**config.mk**
```make
export PLATFORM = sky130hd
export DESIGN_NAME = div_unit_flat
export DESIGN_NICKNAME = d
export VERILOG_FILES = /design/src/rtl/div_unit_pkg.sv /design/src/rtl/div_unit_if.sv /design/src/rtl/div_unit_step.sv /design/src/rtl/div_unit.sv /design/src/flat_wrapper.sv
export SDC_FILE = /design/constraint.sdc
export NUM_CORES = 1
export LEC_CHECK = 0
export CELL_PAD_IN_SITES_DETAIL_PLACEMENT = 1
export CELL_PAD_IN_SITES_GLOBAL_PLACEMENT = 2
export CORE_UTILIZATION = 34
export DETAILED_ROUTE_END_ITERATION = 16
export PLACE_DENSITY_LB_ADDON = 0.25
export REMOVE_ABC_BUFFERS = 1
export SLEW_MARGIN = 20
export SYNTH_ARGS = -nofsm -noshare
export SYNTH_HDL_FRONTEND = slang
export SYNTH_SLANG_ARGS = --single-unit
```
**constraint.sdc**
```tcl
create_clock -name clk -period 5.9 [get_ports clk]
set_input_delay 0.59 -clock clk [delete_from_list [all_inputs] [get_ports clk]]
set_output_delay 0.59 -clock clk [all_outputs]
set_load 0.05 [all_outputs]
```
**src/rtl/div_unit_pkg.sv**
```systemverilog
`default_nettype none
// +-----------------------------------------------------------------------+
// | div_unit_pkg : shared control codes, FSM states, helpers for divider  |
// | Revision     : 1.0                                                    |
// +-----------------------------------------------------------------------+
package div_unit_pkg;

  localparam int unsigned DIV_W = 32;

  // ALU control codes that start a division
  localparam logic [4:0] DIV_CONTROL  = 5'b11010;
  localparam logic [4:0] DIVU_CONTROL = 5'b11011;

  typedef enum logic [1:0] {
    DIV_IDLE = 2'd0,
    DIV_BUSY = 2'd1,
    DIV_DONE = 2'd2
  } div_state_e;

  function automatic logic [DIV_W-1:0] abs_val(input logic [DIV_W-1:0] v, input logic is_signed);
    return (is_signed && v[DIV_W-1]) ? (~v + 1'b1) : v;
  endfunction

endpackage
`default_nettype wire

```
**src/rtl/div_unit_if.sv**
```systemverilog
`default_nettype none
// +-----------------------------------------------------------------------+
// | div_unit_if : EX-stage operand/op inputs and HI/LO result outputs     |
// | Revision    : 1.0                                                     |
// +-----------------------------------------------------------------------+
interface div_unit_if #(
  parameter int WIDTH = 32
);
  logic [4:0]       op;
  logic [WIDTH-1:0] a;
  logic [WIDTH-1:0] b;
  logic             annul;
  logic             stall;
  logic             valid;
  logic [WIDTH-1:0] hi;
  logic [WIDTH-1:0] lo;

  modport master (output op, a, b, annul, input stall, valid, hi, lo);
  modport slave  (input op, a, b, annul, output stall, valid, hi, lo);
endinterface
`default_nettype wire

```
**src/rtl/div_unit_step.sv**
```systemverilog
`default_nettype none
// +-----------------------------------------------------------------------+
// | div_step : one combinational radix-2 restoring division iteration     |
// | Revision : 1.0                                                        |
// +-----------------------------------------------------------------------+
module div_step #(
  parameter int WIDTH = 32
) (
  input  logic [WIDTH:0]   rem_i,
  input  logic [WIDTH-1:0] quo_i,
  input  logic [WIDTH-1:0] dvsr_i,
  output logic [WIDTH:0]   rem_o,
  output logic [WIDTH-1:0] quo_o
);

  logic [WIDTH:0] w_shifted;
  logic [WIDTH:0] w_diff;
  logic           w_unused_msb;

  // rem < divisor always holds, so the top bit never carries information in
  assign w_unused_msb = rem_i[WIDTH];

  always_comb begin
    w_shifted = {rem_i[WIDTH-1:0], quo_i[WIDTH-1]};
    w_diff    = w_shifted - {1'b0, dvsr_i};
    if (!w_diff[WIDTH]) begin
      rem_o = w_diff;
      quo_o = {quo_i[WIDTH-2:0], 1'b1};
    end else begin
      rem_o = w_shifted;
      quo_o = {quo_i[WIDTH-2:0], 1'b0};
    end
  end

endmodule
`default_nettype wire

```
**src/rtl/div_unit.sv**
```systemverilog
`default_nettype none
// +-----------------------------------------------------------------------+
// | div_unit : multi-cycle 32-bit DIV/DIVU unit with pipeline stall       |
// | Revision : 1.0                                                        |
// +-----------------------------------------------------------------------+
module div_unit
  import div_unit_pkg::*;
#(
  parameter int WIDTH = DIV_W
) (
  input  logic      clk,
  input  logic      resetn,
  div_unit_if.slave bus
);

  localparam int CW = $clog2(WIDTH);
  localparam logic [CW-1:0] LAST_STEP = CW'(WIDTH - 1);

  div_state_e       state_q, state_d;
  logic [CW-1:0]    cnt_q, cnt_d;
  logic [WIDTH:0]   rem_q, rem_d;
  logic [WIDTH-1:0] quo_q, quo_d;
  logic [WIDTH-1:0] dvsr_q, dvsr_d;
  logic             signed_q, signed_d;
  logic             qsign_q, qsign_d;
  logic             rsign_q, rsign_d;
  logic [WIDTH-1:0] hi_q, hi_d;
  logic [WIDTH-1:0] lo_q, lo_d;

  logic             w_div_op;
  logic [WIDTH:0]   w_step_rem;
  logic [WIDTH-1:0] w_step_quo;

  div_step #(.WIDTH(WIDTH)) u_step (
    .rem_i  (rem_q),
    .quo_i  (quo_q),
    .dvsr_i (dvsr_q),
    .rem_o  (w_step_rem),
    .quo_o  (w_step_quo)
  );

  assign w_div_op = (bus.op == DIV_CONTROL) || (bus.op == DIVU_CONTROL);

  always_ff @(posedge clk or negedge resetn) begin
    if (!resetn) begin
      state_q  <= DIV_IDLE;
      cnt_q    <= '0;
      rem_q    <= '0;
      quo_q    <= '0;
      dvsr_q   <= '0;
      signed_q <= 1'b0;
      qsign_q  <= 1'b0;
      rsign_q  <= 1'b0;
      hi_q     <= '0;
      lo_q     <= '0;
    end else begin
      state_q  <= state_d;
      cnt_q    <= cnt_d;
      rem_q    <= rem_d;
      quo_q    <= quo_d;
      dvsr_q   <= dvsr_d;
      signed_q <= signed_d;
      qsign_q  <= qsign_d;
      rsign_q  <= rsign_d;
      hi_q     <= hi_d;
      lo_q     <= lo_d;
    end
  end

  always_comb begin
    state_d  = state_q;
    cnt_d    = cnt_q;
    rem_d    = rem_q;
    quo_d    = quo_q;
    dvsr_d   = dvsr_q;
    signed_d = signed_q;
    qsign_d  = qsign_q;
    rsign_d  = rsign_q;
    hi_d     = hi_q;
    lo_d     = lo_q;

    case (state_q)
      DIV_IDLE: begin
        if (w_div_op && !bus.annul) begin
          signed_d = (bus.op == DIV_CONTROL);
          qsign_d  = bus.a[WIDTH-1] ^ bus.b[WIDTH-1];
          rsign_d  = bus.a[WIDTH-1];
          quo_d    = abs_val(bus.a, signed_d);
          dvsr_d   = abs_val(bus.b, signed_d);
          rem_d    = '0;
          cnt_d    = '0;
          if (bus.b == '0) begin
            lo_d    = '1;
            hi_d    = bus.a;
            state_d = DIV_DONE;
          end else begin
            state_d = DIV_BUSY;
          end
        end
      end

      DIV_BUSY: begin
        if (bus.annul) begin
          state_d = DIV_IDLE;
        end else begin
          rem_d = w_step_rem;
          quo_d = w_step_quo;
          cnt_d = cnt_q + 1'b1;
          if (cnt_q == LAST_STEP) begin
            // Magnitudes stay unsigned so 0x80000000 / -1 yields 0x80000000
            lo_d    = (signed_q && qsign_q) ? -w_step_quo : w_step_quo;
            hi_d    = (signed_q && rsign_q) ? -w_step_rem[WIDTH-1:0] : w_step_rem[WIDTH-1:0];
            state_d = DIV_DONE;
          end
        end
      end

      DIV_DONE: state_d = DIV_IDLE;

      default: state_d = DIV_IDLE;
    endcase
  end

  // Held low during reset so a pending op cannot stall a pipeline being reset
  assign bus.stall = resetn & (((state_q == DIV_IDLE) & w_div_op & ~bus.annul)
                             | ((state_q == DIV_BUSY) & ~bus.annul));
  assign bus.valid = (state_q == DIV_DONE) & ~bus.annul;
  assign bus.hi    = hi_q;
  assign bus.lo    = lo_q;

endmodule
`default_nettype wire

```
**src/flat_wrapper.sv**
```systemverilog
// flat-port wrapper written by rule: the top's interface ports become plain ports
module div_unit_flat import div_unit_pkg::*;
#(
  parameter int WIDTH = DIV_W
)
  (clk, resetn, bus_op, bus_a, bus_b, bus_annul, bus_stall, bus_valid, bus_hi, bus_lo);
  div_unit_if #(.WIDTH(WIDTH)) bus_i ();
  input  logic clk;
  input  logic resetn;
  input wire logic [$bits(bus_i.op)-1:0] bus_op;
  input wire logic [$bits(bus_i.a)-1:0] bus_a;
  input wire logic [$bits(bus_i.b)-1:0] bus_b;
  input wire logic [$bits(bus_i.annul)-1:0] bus_annul;
  output wire logic [$bits(bus_i.stall)-1:0] bus_stall;
  output wire logic [$bits(bus_i.valid)-1:0] bus_valid;
  output wire logic [$bits(bus_i.hi)-1:0] bus_hi;
  output wire logic [$bits(bus_i.lo)-1:0] bus_lo;
  assign bus_i.op = bus_op;
  assign bus_i.a = bus_a;
  assign bus_i.b = bus_b;
  assign bus_i.annul = bus_annul;
  assign bus_stall = bus_i.stall;
  assign bus_valid = bus_i.valid;
  assign bus_hi = bus_i.hi;
  assign bus_lo = bus_i.lo;
  div_unit #(.WIDTH(WIDTH)) u_core (.clk(clk), .resetn(resetn), .bus(bus_i));
endmodule
```
Word-level counts from Yosys, hierarchy flattened
Index checks and enable logic that the tools add are counted.

word-level totals
  output and inout bits = 66
  word-level logic and storage cells = 80
  flip-flop bits (word level) = 170

cells by class
  reduce and logical (&&, ||, !) cells = 14
  muxes and demuxes = 30
  eq/ne operators = 10
  bitwise gates (word level) = 10
  add/sub/neg operators = 6

operator list
  cell                     number
  $mux W32                 17
  $pmux W32 S2             4
  $add A32 B1 Y32 const B  2
  $neg A32 Y32             2
  $not A32 Y32             2
  $sub A33 B32 Y33         1
  $logic_not A32 Y1        1
  $eq A5 B5 Y1 const B     3
  $mux W5                  2
  $pmux W5 S2              1
  $mux W2                  4
  $ne A2 B1 Y1 const B     3
  $add A5 B1 Y5 const B    1
  $and A1 B1 Y1            5
  $logic_and A1 B1 Y1      5
  $reduce_and A5 Y1        1
  $pmux W2 S2              1
  $reduce_and A2 Y1        2
  $ne A3 B2 Y1 const B     1
  $reduce_and A3 Y1        1
  $eq A2 B1 Y1 const B     1
  $eq A2 B2 Y1 const B     1
  $logic_not A2 Y1         1
  $ne A2 B2 Y1 const B     1
  other kinds (7)          7

Longest topological paths before layout
Gate-level depths: netlist (run 1).

  depth after elaboration = 7
  depth in mapped cells = 23
  mapped depth without buffers = 20

By module
From an unflattened synthesis (run 1), not the netlist that was laid out.

unflattened totals
  cells, all modules = 1542
  area total of the unflattened synthesis = 12413.2 um^2

modules (own cells, without submodules)
  module    area an instance (um^2)  cells each  sequential area each (um^2)  times used
  div_unit  9690.5                   1151        4279.1                       1
  div_step  2722.6                   391         0.0                          1

Least setup slack after synthesis (run 1)
OpenSTA, ideal clock, no wires.

  path type = flip-flop to flip-flop
  start = reg u_core.quo_q[31]
  end = reg u_core.lo_q[30] (netlist: u_core.bus.lo[30])
  cell stages (with the launch flop) = 24
  clock period less this slack = 4.676 ns
  setup slack = 1.224 ns
  path buffers = 3
  arrival = 4.539 ns
  required time = 5.763 ns
  setup time = 0.137 ns
  cell sequence = dfrtp_1 inv_1 ha_1 fa_1 nor2b_1 o31ai_2 a21o_1 o21ai_2 a21oi_4 xnor2_4 inv_2 buf_2 buf_2 buf_1 ha_1 and2_1 nand2_1 nor2_1 nand3b_1 nor4_1 nand3b_1 o41ai_1 xor2_1 a21oi_1

between the ends
  longest elaborated chain between the ends = 7

RTL lines
  what                    line                 text
  from (decl)             div_unit.sv:22       logic [WIDTH-1:0] quo_q, quo_d;
  from (signal assigned)  div_unit.sv:60       quo_q <= quo_d;
  $sub A33 B32 Y33        div_unit_step.sv:25  w_diff = w_shifted - {1'b0, dvsr_i};
  $mux W1                 div_unit_step.sv:26  if (!w_diff[WIDTH]) begin
  $neg A32 Y32            div_unit.sv:111      lo_d = (signed_q && qsign_q) ? -w_step_quo : w_step_quo;
  $mux W32                div_unit.sv:111
  $mux W32                div_unit.sv:109      if (cnt_q == LAST_STEP) begin
  $mux W32                div_unit.sv:103      if (bus.annul) begin
  $pmux W32 S2            div_unit.sv:82       case (state_q)
  to (signal assigned)    div_unit.sv:66       lo_q <= lo_d;
  to (decl)               div_unit.sv:28       logic [WIDTH-1:0] lo_q, lo_d;

Every way passes these cells. The select of a mux whose other input is x is not followed.
A chain may end at the register's enable or synchronous reset.

Final worst setup path (run 1)
Ends and elaborated chain as after synthesis.

==> flow_metrics.env, run 1 <==
export IMPL_critPathKind="flip-flop to flip-flop"
export IMPL_postLayoutSetupSlackWorst_ps=918
export IMPL_synth_lib_cells_used_distinct=74
export IMPL_design_die_area_mm2=0.0367
export IMPL_worst_setup_path_start_kind="flip-flop"
export IMPL_setup_fix_bufs_post_cts=0
export IMPL_routed_via_count=11300
export IMPL_syn_area_mm2=0.0122
export IMPL_critical_path_endpoint_type="flip-flop"
export IMPL_most_used_cells_in_the_layout_excluding_fill_and_tap_cells="sky130_fd_sc_hd__a21oi_1 (177), sky130_fd_sc_hd__dfrtp_1 (170), sky130_fd_sc_hd__nand2_1 (168), sky130_fd_sc_hd__o21ai_0 (153), sky130_fd_sc_hd__nor2_1 (150)"
export IMPL_num_io_pins=138
export IMPL_cts_htree_levels=4
export IMPL_drc=0
export IMPL_max_slew_worst_pin_slew_ps=934
export IMPL_grtUsageTotal_pct=21.5
export IMPL_cts_hold_buf=0
export IMPL_worstPathRequired_ps=6200
export IMPL_wire_per_inst_um=18.2
export IMPL_power_net_switching_w=0.00358
export IMPL_synth_avg_cell_area_um2=7.92
export IMPL_multi_input_comb_area_mm2=0.00738
export IMPL_ctsResizeCount=0
export IMPL_synth_edf_count=0
export IMPL_crit_start="u_core.quo_q[31]"
export IMPL_placement_rows=69
export IMPL_clock_skew_final_ps=10.9
export IMPL_total_negative_setup_slack_ps=0
export IMPL_ir_drop_uv=263
export IMPL_reg2reg_slack_ps=920
export IMPL_io_port_bufs=137
export IMPL_max_slew_margin_pct=37.4
export IMPL_layout_commonest_cell="sky130_fd_sc_hd__a21oi_1"
export IMPL_postSynthRegisterBits=170
export IMPL_combinationalPowerShare_pct=60.9
export IMPL_yosysWarningCount=0
export IMPL_clock_power_share_pct=15.9
export IMPL_cts_sinks=170
export IMPL_antenna_diode_count=0
export IMPL_async_reset_ff_share_pct=100
export IMPL_achievable_frequency_mhz=201
export IMPL_antenna_violations_before_repair=0
export IMPL_cp_endpoint="u_core.bus.lo[30]"
export IMPL_root_buf_cell="sky130_fd_sc_hd__clkbuf_16"
export IMPL_timing_final_setup_violations=0
export IMPL_die_x_um=192
export IMPL_critPathArrivalTime_ps=5280
export IMPL_power_per_cell_area_mw_per_mm2=499
export IMPL_holdCritPathClass="input pin to asynchronous set/reset pin"
export IMPL_area_delta_synth_final_pct=19.0
export IMPL_critical_path_reg2reg_endpoint="u_core.bus.lo[30]"
export IMPL_timing_reg2reg_worst_path_depth=20
export IMPL_drv_max_cap_violation_count=0
export IMPL_fp_dieH_um=192
export IMPL_pwr_share_seq_pct=23.2
export IMPL_clkLatencyLatePin_ps=440
export IMPL_cts_clk_slew_worst_paths_ps=70
export IMPL_num_fill_cells=4269
export IMPL_timing_final_max_slew_violations=0
export IMPL_power_internal_w=0.00367
export IMPL_wire_length_of_the_first_global_routing_pass_mm=62.4
export IMPL_gr_total_overflow=0
export IMPL_grt_start_max_net_pins=70
export IMPL_synth_top_flop_cell="sky130_fd_sc_hd__dfrtp_1"
export IMPL_initial_drt_pass_iterations=4
export IMPL_final_hold_vios=0
export IMPL_layout_cells_sized_above_1_pct=4.64
export IMPL_cts_made_buffers=17
export IMPL_number_of_global_route_vias_before_repair=11300
export IMPL_crit_path_max_fanout=20
export IMPL_worst_r2r_startpoint="u_core.quo_q[31]"
export IMPL_rsz0062_at_grt="false"
export IMPL_post_drt_via_cell_ratio=5.37
export IMPL_seqCellArea_mm2=0.00425
export IMPL_hpwlAfterDp_mm=29.4
export IMPL_layout_worst_path_cycle_share_pct=84.4
export IMPL_place_worst_setup_slack_ps=900
export IMPL_status="complete, no violations"
export IMPL_initial_utilization_pct=34.4
export IMPL_route_final_wire_length_mm=38.3
export IMPL_cts_max_path_buffers=2
export IMPL_sw_frac_of_total_pct=49.3
export IMPL_final_min_clock_period_ps=4980
export IMPL_routability_cong=0.886
export IMPL_final_nets=1736
export IMPL_dpl_cell_count=2067
export IMPL_post_synth_inst_count=1543
export IMPL_cts_tree="done"
export IMPL_design_core_area_mm2=0.0355
export IMPL_final_cells=2099
export IMPL_final_antenna_net_count=0
export IMPL_synth_yosys_seq_area_share_pct=34.8
export IMPL_leakage_component_of_the_power_nw=6.04
export IMPL_number_of_drc_markers_after_the_initial_detailed_route_iteration=483
how the worst min path moves through the flow:
stage	start	to	slack, ps	cells after the start
finish	resetn	u_core.bus.lo[10]	110	1
global route	resetn	u_core.quo_q[6]	150	1
CTS	resetn	u_core.quo_q[6]	120	1
detailed placement	u_core.dvsr_q[3]	u_core.dvsr_q[3]	470	2
global placement	u_core.dvsr_q[7]	u_core.dvsr_q[7]	460	2
floorplan	resetn	u_core.bus.hi[0]	290	0
through the flow:
step	utilization (%)	total power, W	area, um^2	hold slack (ps)
final	41.0	0.00725	14500	112
after global routing	41.0	0.00783	14500	148
after CTS	41.0	0.00727	14500	124
after detailed placement	39.3	0.00608	13900	471
after global placement	39.3	0.00601	13900	461
after floorplan	-	0.00480	11800	294
registers in the layout, indices dropped and copies added, names as in the netlist:
register and flops:
u_core.qsign_q 1, u_core.state_q 2, u_core.bus.lo 32, u_core.rem_q 32
u_core.dvsr_q 32, u_core.quo_q 32, u_core.rsign_q 1, u_core.signed_q 1
u_core.cnt_q 5, u_core.bus.hi 32
Yosys cell counts (all sizes together), types with 8 or more instances:
cell / count / area (um^2)
a21oi: 180 / 920
dfrtp: 170 / 4250
nand2: 168 / 631
o21ai: 162 / 815
nor2: 151 / 567
xnor2: 68 / 614
clkbuf: 67 / 251
inv: 61 / 229
xor2: 60 / 526
nand3: 48 / 240
ha: 38 / 475
nor3: 36 / 185
mux2i: 32 / 320
buf: 25 / 118
nor4: 22 / 138
a31oi: 20 / 131
or3: 20 / 125
o31ai: 17 / 133
o211ai: 15 / 113
a21o: 13 / 97.6
and2: 13 / 81.3
or4: 13 / 101
and3: 12 / 75.1
nand4: 12 / 75.1
a211oi: 11 / 82.6
nor2b: 11 / 68.8
o41ai: 9 / 78.8
o22ai: 8 / 50.1
routing by layer:
layer  part of all wire (%)  GRT usage (%)  wire length (um)  vias up
met3                    2.1           2.37               818       16
met1                     50           30.3             19200     5450
met5                      0              0                 0        -
met2                     47           35.7             18000      149
li1                       -              -                 -     5648
met4                   0.80           3.85               306        0
worst max-delay path, cell delays in order (launching register included):
cell and delay, ps:
sky130_fd_sc_hd__dfrtp_1 360, sky130_fd_sc_hd__inv_1 70, sky130_fd_sc_hd__ha_1 210, sky130_fd_sc_hd__fa_1 420, sky130_fd_sc_hd__nor2b_1 250, sky130_fd_sc_hd__o31ai_2 120, sky130_fd_sc_hd__a21o_1 200, sky130_fd_sc_hd__o21ai_2 300
sky130_fd_sc_hd__a21oi_4 150, sky130_fd_sc_hd__xnor2_4 160, sky130_fd_sc_hd__inv_2 370, sky130_fd_sc_hd__ha_1 280, sky130_fd_sc_hd__and2_1 200, sky130_fd_sc_hd__nand2_1 110, sky130_fd_sc_hd__nor2_1 230, sky130_fd_sc_hd__nand3b_1 180
sky130_fd_sc_hd__nor4_1 460, sky130_fd_sc_hd__nand3b_1 180, sky130_fd_sc_hd__o41ai_1 340, sky130_fd_sc_hd__xor2_1 180, sky130_fd_sc_hd__a21oi_1 80
logic make-up (layout without fill, tap and decap cells):
kind of cell | after synthesis | after routing | synth area share [%]
AND/OR/NAND/NOR | 535 | 535 | 20.6
AO/OA/AOI/OAI | 482 | 482 | 23.3
flip-flops | 170 | 170 | 34.8
buffers and inverters | 153 | 248 | 4.90
XOR/XNOR | 128 | 128 | 9.33
adder cells (fa/ha/maj) | 39 | 39 | 4.06
multiplexers | 36 | 36 | 2.99
power groups by stage:
stage                     clock, W  sequential (W)  combinational, W
after global placement           0         0.00169           0.00432
after CTS                  0.00118         0.00168           0.00440
final                      0.00115         0.00169           0.00442
after floorplan                  0         0.00172           0.00307
after detailed placement         0         0.00170           0.00438
after global routing       0.00122         0.00173           0.00488
cell type report:
type	count	share of cell area, %
clock buffers	19	3.05
clock inverters	13	0.990
inverters	61	1.58
multi-input cells	1220	50.8
flip-flops and latches	170	29.3
well taps	461	3.97
repair buffers	155	10.4
Power figures use the tool's default switching activity.
==> run 2: changes to the inputs <==
CORE_UTILIZATION = 31   (was 34)
clock period = 4.14 ns   (was 5.9 ns; I/O delays follow)
==> run 2 against run 1 <==
  * Critical path depth down 5
  * Via count up 3.4%
  * Non-clock buffer count up 81
  * Wire length up 7.0%
  * Maximum frequency up 25%
  * Global-route usage down 0.66 points
  * Setup slack worse by 750 ps
  * Die area up 9.6%
  * Cell count up 6.6%
  * Design area up 6.4%
  * Clock power up 49%
  * Critical endpoint is now u_core.bus.hi[27]
  * Largest cell class unchanged
  * Largest power group unchanged
==> flow_metrics.env, run 2 (same netlist as run 1, synthesis figures left out) <==
export IMPL_status="complete, no violations"
export IMPL_cts_made_buffers=17
export IMPL_layout_cells_sized_above_1_pct=10.5
export IMPL_cts_max_path_buffers=2
export IMPL_num_fill_cells=4643
export IMPL_final_nets=1817
export IMPL_critical_path_slowest_cell="sky130_fd_sc_hd__or4_4"
export IMPL_final_cells=2237
export IMPL_routed_via_count=11600
export IMPL_cts_tree="done"
export IMPL_number_of_global_route_vias_before_repair=12200
export IMPL_topRoutingLayerUsed="met4"
export IMPL_area_delta_synth_final_pct=26.6
export IMPL_ir_drop_uv=460
export IMPL_met3_length_mm=1.31
export IMPL_cts_htree_levels=4
export IMPL_timing_final_setup_violations=0
export IMPL_leakage_component_of_the_power_nw=6.48
export IMPL_die_x_um=200
export IMPL_hpwlAfterDp_mm=31.9
export IMPL_crit_path_max_fanout=13
export IMPL_timing_final_max_slew_violations=0
export IMPL_drv_max_cap_violation_count=0
export IMPL_grt_start_max_net_pins=99
export IMPL_wire_length_of_the_first_global_routing_pass_mm=67.4
export IMPL_worst_r2r_startpoint="u_core.rem_q[7]"
export IMPL_wire_per_inst_um=18.3
export IMPL_max_slew_worst_pin_slew_ps=1010
export IMPL_holdCritPathClass="flip-flop to flip-flop"
export IMPL_worst_path_largest_cell_delay_ps=560
export IMPL_hold_path_startpoint="u_core.dvsr_q[15]"
export IMPL_routed_wl_met2_mm=19.1
export IMPL_reg2reg_slack_ps=170
export IMPL_clock_skew_final_ps=15.0
export IMPL_grtUsageTotal_pct=20.9
export IMPL_sw_frac_of_total_pct=47.7
export IMPL_final_min_clock_period_ps=3970
export IMPL_antenna_diode_count=0
export IMPL_design_core_area_mm2=0.0387
export IMPL_dpl_cell_count=2201
export IMPL_power_internal_w=0.00592
export IMPL_critPathKind="flip-flop to flip-flop"
export IMPL_drc=0
export IMPL_achievable_frequency_mhz=252
export IMPL_layout_commonest_cell="sky130_fd_sc_hd__a21oi_1"
export IMPL_initial_drt_pass_iterations=4
export IMPL_final_antenna_net_count=0
export IMPL_gr_total_overflow=0
export IMPL_critical_path_endpoint_type="flip-flop"
export IMPL_max_slew_margin_pct=32.3
export IMPL_hold_ws_ps=480
export IMPL_final_hold_vios=0
export IMPL_cts_clk_slew_worst_paths_ps=70
export IMPL_power_per_cell_area_mw_per_mm2=732
export IMPL_number_of_drc_markers_after_the_initial_detailed_route_iteration=521
export IMPL_power_net_switching_w=0.00540
export IMPL_path_common_cell="sky130_fd_sc_hd__buf_4"
export IMPL_post_drt_via_cell_ratio=5.21
export IMPL_crit_start="u_core.rem_q[7]"
export IMPL_final_core_utilization_pct=39.9
export IMPL_num_io_pins=138
export IMPL_design_die_area_mm2=0.0402
export IMPL_worst_setup_path_start_kind="flip-flop"
export IMPL_clock_power_share_pct=15.1
export IMPL_placement_rows=72
export IMPL_fp_dieH_um=200
export IMPL_ordered_cell_list_for_the_critical_path="ha_1 > buf_4 > nand4_1 > o221a_2 > inv_1 > or3_1 > a22oi_2 > o211ai_1 > or4_4 > a2111oi_4 > buf_4 > buf_4 > a21oi_1 > xnor2_1 > o22ai_1"
export IMPL_initial_utilization_pct=31.5
export IMPL_io_port_bufs=137
export IMPL_combinationalPowerShare_pct=63.8
export IMPL_routability_cong=0.880
export IMPL_critPathArrivalTime_ps=4300
export IMPL_antenna_violations_before_repair=0
export IMPL_pwr_share_seq_pct=21.1
export IMPL_layout_worst_path_cycle_share_pct=95.9
export IMPL_root_buf_cell="sky130_fd_sc_hd__clkbuf_16"
export IMPL_route_layer_met1_wl_mm=20.0
export IMPL_worstPathRequired_ps=4470
export IMPL_route_final_wire_length_mm=41.0
export IMPL_most_used_cells_in_the_layout_excluding_fill_and_tap_cells="sky130_fd_sc_hd__a21oi_1 (171), sky130_fd_sc_hd__dfrtp_1 (169), sky130_fd_sc_hd__nand2_1 (167), sky130_fd_sc_hd__o21ai_0 (152), sky130_fd_sc_hd__nor2_1 (149)"
export IMPL_clkLatencyLatePin_ps=460
export IMPL_cts_sinks=170
[run 2: per-stage QoR]
step / instance area [um^2] / TNS, ps / worst slack [ps] / total power (W)
after floorplan: 11800 / -44800 / -796 / 0.00684
after global placement: 14700 / 0 / 43.2 / 0.00929
after detailed placement: 14700 / -20.0 / -20.0 / 0.00942
after CTS: 15300 / 0 / 10.5 / 0.0112
after global routing: 15500 / -45.5 / -22.8 / 0.0122
final: 15500 / 0 / 168 / 0.0113
[run 2: repair_timing]
item	in CTS	in global routing
gates resized for setup	1	32
hold buffers	1	0
buffers inserted	0	3
gates cloned	0	0
endpoints found under the hold margin	4	0
pin swaps	1	7
setup endpoints to repair	3	20
[run 2: worst max-delay path, delay by kind of cell, from the launching register on]
family / cells / cell delay (ps)
and+or+nand+nor: 3 / 1000
adders and majority gates: 1 / 380
buffers and inverters: 4 / 580
AOI/OAI and AO/OA: 6 / 1180
DFF: 1 / 480
xor gates and xnor gates: 1 / 230
[run 2: layout make-up]
class	count	area, um^2	area share (%)
Clock inverter	11	134	0.866
Inverter	61	231	1.50
Sequential cell	170	4260	27.5
Timing Repair Buffer	236	2190	14.2
Multi-Input combinational cell	1220	7520	48.7
Tap cell	518	648	4.19
Clock buffer	21	480	3.11
[run 2: worst paths after layout]
path / end / cells after the start
max: u_core.bus.hi[27] / 15
min: u_core.dvsr_q[15] / 2
max reg2reg: u_core.bus.hi[27] / 15
min reg2reg: u_core.dvsr_q[15] / 2
max in group asynchronous: u_core.rem_q[2] / 3
min in group asynchronous: u_core.quo_q[30] / 2
[run 2: per-layer routing]
layer	global-route usage (%)	vias up
met1	28.6	5667
met4	5.48	0
li1	-	5794
met2	34.5	160
met5	0	-
met3	2.73	25
[run 2: power by group through the flow]
stage               registers [W]  clock network, W  logic, W
floorplan                 0.00246                 0   0.00438
global placement          0.00239                 0   0.00690
detailed placement        0.00241                 0   0.00701
CTS                       0.00238           0.00176   0.00704
global route              0.00244           0.00181   0.00793
finish                    0.00239           0.00171   0.00722
==> run 3: changes to the inputs <==
GPL_ROUTABILITY_DRIVEN = 0   (was unset)
GPL_TIMING_DRIVEN = 0   (was unset)
==> run 3 against run 2 <==
  * Wire length shrank 1.2%
  * Flip-flop and latch count is the same
  * Non-clock buffer count shrank 54
  * Sequential power grew 2%
  * Register-to-register slack lost 110 ps
  * Setup slack lost 110 ps
  * Critical endpoint is now u_core.bus.hi[30]
  * Largest cell class unchanged
==> flow_metrics.env, run 3 (same netlist as run 1, synthesis figures left out) <==
export IMPL_pwr_share_seq_pct=21.3
export IMPL_design_die_area_mm2=0.0402
export IMPL_max_slew_margin_pct=43.4
export IMPL_clock_power_share_pct=14.3
export IMPL_critical_path_top_delay_family="compound AO/OA/AOI/OAI gates"
export IMPL_clock_skew_final_ps=18.8
export IMPL_num_fill_cells=4621
export IMPL_max_slew_worst_pin_slew_ps=846
export IMPL_antenna_diode_count=0
export IMPL_root_buf_cell="sky130_fd_sc_hd__clkbuf_16"
export IMPL_holdCritPathClass="flip-flop to flip-flop"
export IMPL_hold_ws_ps=479
export IMPL_final_nets=1764
export IMPL_post_drt_via_cell_ratio=5.23
export IMPL_hpwlAfterDp_mm=30.2
export IMPL_die_x_um=200
export IMPL_initial_utilization_pct=31.5
export IMPL_worst_setup_path_start_kind="flip-flop"
export IMPL_cts_made_buffers=17
export IMPL_io_port_bufs=137
export IMPL_cts_max_path_buffers=2
export IMPL_cts_sinks=170
export IMPL_final_antenna_net_count=0
export IMPL_timing_final_setup_violations=0
export IMPL_sw_frac_of_total_pct=48.6
export IMPL_route_final_wire_length_mm=40.5
export IMPL_timing_final_max_slew_violations=0
export IMPL_worstPathRequired_ps=4440
export IMPL_rsz0062_at_grt="true"
export IMPL_placement_rows=72
export IMPL_post_dp_cell_area_mm2=0.0142
export IMPL_initial_drt_pass_iterations=6
export IMPL_final_min_clock_period_ps=4080
export IMPL_drv_max_cap_violation_count=0
export IMPL_cts_tree="done"
export IMPL_cts_clk_slew_worst_paths_ps=70
export IMPL_critPathArrivalTime_ps=4380
export IMPL_cp_buffers_inverters=3
export IMPL_number_of_drc_markers_after_the_initial_detailed_route_iteration=510
export IMPL_critical_path_slowest_cell="sky130_fd_sc_hd__or4_4"
export IMPL_power_internal_w=0.00589
export IMPL_final_hold_vios=0
export IMPL_drc=0
export IMPL_layout_commonest_cell="sky130_fd_sc_hd__a21oi_1"
export IMPL_grt_start_max_net_pins=92
export IMPL_area_delta_synth_final_pct=26.3
export IMPL_critical_path_endpoint_type="flip-flop"
export IMPL_power_per_cell_area_mw_per_mm2=743
export IMPL_num_io_pins=138
export IMPL_routed_via_count=11400
export IMPL_wire_per_inst_um=18.5
export IMPL_achievable_frequency_mhz=245
export IMPL_clkLatencyLatePin_ps=460
export IMPL_gr_total_overflow=0
export IMPL_design_core_area_mm2=0.0387
export IMPL_layout_worst_path_cycle_share_pct=98.5
export IMPL_number_of_global_route_vias_before_repair=11800
export IMPL_status="complete, no violations"
export IMPL_wire_length_of_the_first_global_routing_pass_mm=65.3
export IMPL_most_used_cells_in_the_layout_excluding_fill_and_tap_cells="sky130_fd_sc_hd__a21oi_1 (170), sky130_fd_sc_hd__nand2_1 (167), sky130_fd_sc_hd__dfrtp_1 (165), sky130_fd_sc_hd__nor2_1 (149), sky130_fd_sc_hd__o21ai_0 (148)"
export IMPL_power_net_switching_w=0.00557
export IMPL_final_cell_area_mm2=0.0154
export IMPL_ordered_cell_list_for_the_critical_path="ha_1 > o211a_1 > o31ai_4 > a21o_1 > o21ai_4 > a21oi_4 > xnor2_4 > clkbuf_16 > inv_16 > buf_4 > or4_4 > o21a_1 > and4bb_2 > a31oi_2 > xor2_1 > o22ai_1"
export IMPL_antenna_violations_before_repair=1
export IMPL_combinationalPowerShare_pct=64.4
export IMPL_critPathKind="flip-flop to flip-flop"
export IMPL_worst_path_largest_cell_delay_ps=520
export IMPL_ir_drop_uv=423
export IMPL_fp_dieH_um=200
export IMPL_cts_htree_levels=4
export IMPL_layout_cells_sized_above_1_pct=10.1
export IMPL_post_layout_total_power_w=0.0115
export IMPL_leakage_component_of_the_power_nw=6.28
export IMPL_crit_path_max_fanout=8
export IMPL_grtUsageTotal_pct=20.3
## run 3: changes by cell type in the layout (fill, tap and decap cells not counted), moves of 3 or more
| cell | change |
|---|---|
| sky130_fd_sc_hd__ha_2 | +6 |
| sky130_fd_sc_hd__a21oi_2 | +3 |
| sky130_fd_sc_hd__mux2i_2 | +3 |
| sky130_fd_sc_hd__o21ai_0 | -4 |
| sky130_fd_sc_hd__mux2i_1 | -3 |
| sky130_fd_sc_hd__ha_4 | +6 |
| sky130_fd_sc_hd__or4_4 | +3 |
| sky130_fd_sc_hd__ha_1 | -12 |
| sky130_fd_sc_hd__dfrtp_2 | +4 |
| sky130_fd_sc_hd__dfrtp_1 | -4 |
| sky130_fd_sc_hd__buf_4 | -63 |
| sky130_fd_sc_hd__buf_16 | +5 |
## run 3: worst paths after layout
path                                   from                end  slack, ps  cells past startpoint
max                         u_core.rem_q[2]  u_core.bus.hi[30]         60                     16
min                        u_core.dvsr_q[7]   u_core.dvsr_q[7]        480                      2
max reg2reg                 u_core.rem_q[2]  u_core.bus.hi[30]         60                     16
min reg2reg                u_core.dvsr_q[7]   u_core.dvsr_q[7]        480                      2
max in group asynchronous            resetn   u_core.dvsr_q[7]       2710                      3
min in group asynchronous            resetn  u_core.bus.lo[29]        530                      2
## run 3: layer usage
metal | part of all wire (%) | track usage (%)
met1 | 47 | 27.0
met3 | 2.7 | 2.09
met2 | 48 | 34.6
met5 | 0 | 0
met4 | 2.0 | 6.08
## run 3: worst min-delay path: stages (launching register included)
cell                      delay (ps)
sky130_fd_sc_hd__dfrtp_1         340
sky130_fd_sc_hd__nand2_1          50
sky130_fd_sc_hd__o21ai_0          60
## run 3: metrics by stage
stage / std cells / utilization [%] / setup TNS, ps / setup WS [ps]
floorplan: 1451 / - / -44800 / -796
global placement: 2106 / 35.8 / -1158510 / -4880
detailed placement: 2119 / 36.6 / -51550 / -1720
CTS: 2174 / 39.2 / -6.28 / -6.28
global route: 2184 / 39.8 / -788 / -151
finish: 2184 / 39.8 / 0 / 62.1
## run 3: layout make-up
cell class	instances	area, um^2	share of cell area [%]
multi-input cells	1220	7750	50.2
flip-flops and latches	170	4260	27.6
repair buffers	182	1910	12.4
well taps	518	648	4.20
clock buffers	21	470	3.05
inverters	61	272	1.76
clock inverters	11	111	0.722
repair inverters	1	8.76	0.0568
## run 3: power groups by stage
stage	registers (W)	clock network, W	logic [W]
3_3_place_gp	0.00243	0	0.00608
3_5_place_dp	0.00244	0	0.00633
4_1_cts	0.00243	0.00169	0.00703
5_1_grt	0.00249	0.00174	0.00807
2_1_floorplan	0.00246	0	0.00438
6_report	0.00244	0.00164	0.00738
## run 3: what timing repair did
item,4_1_cts,5_1_grt
gates cloned,1,0
setup endpoints to repair,67,24
hold buffers,1,0
buffers inserted,21,10
pin swaps,19,24
endpoints found under the hold margin,64,0
resized for setup,53,42
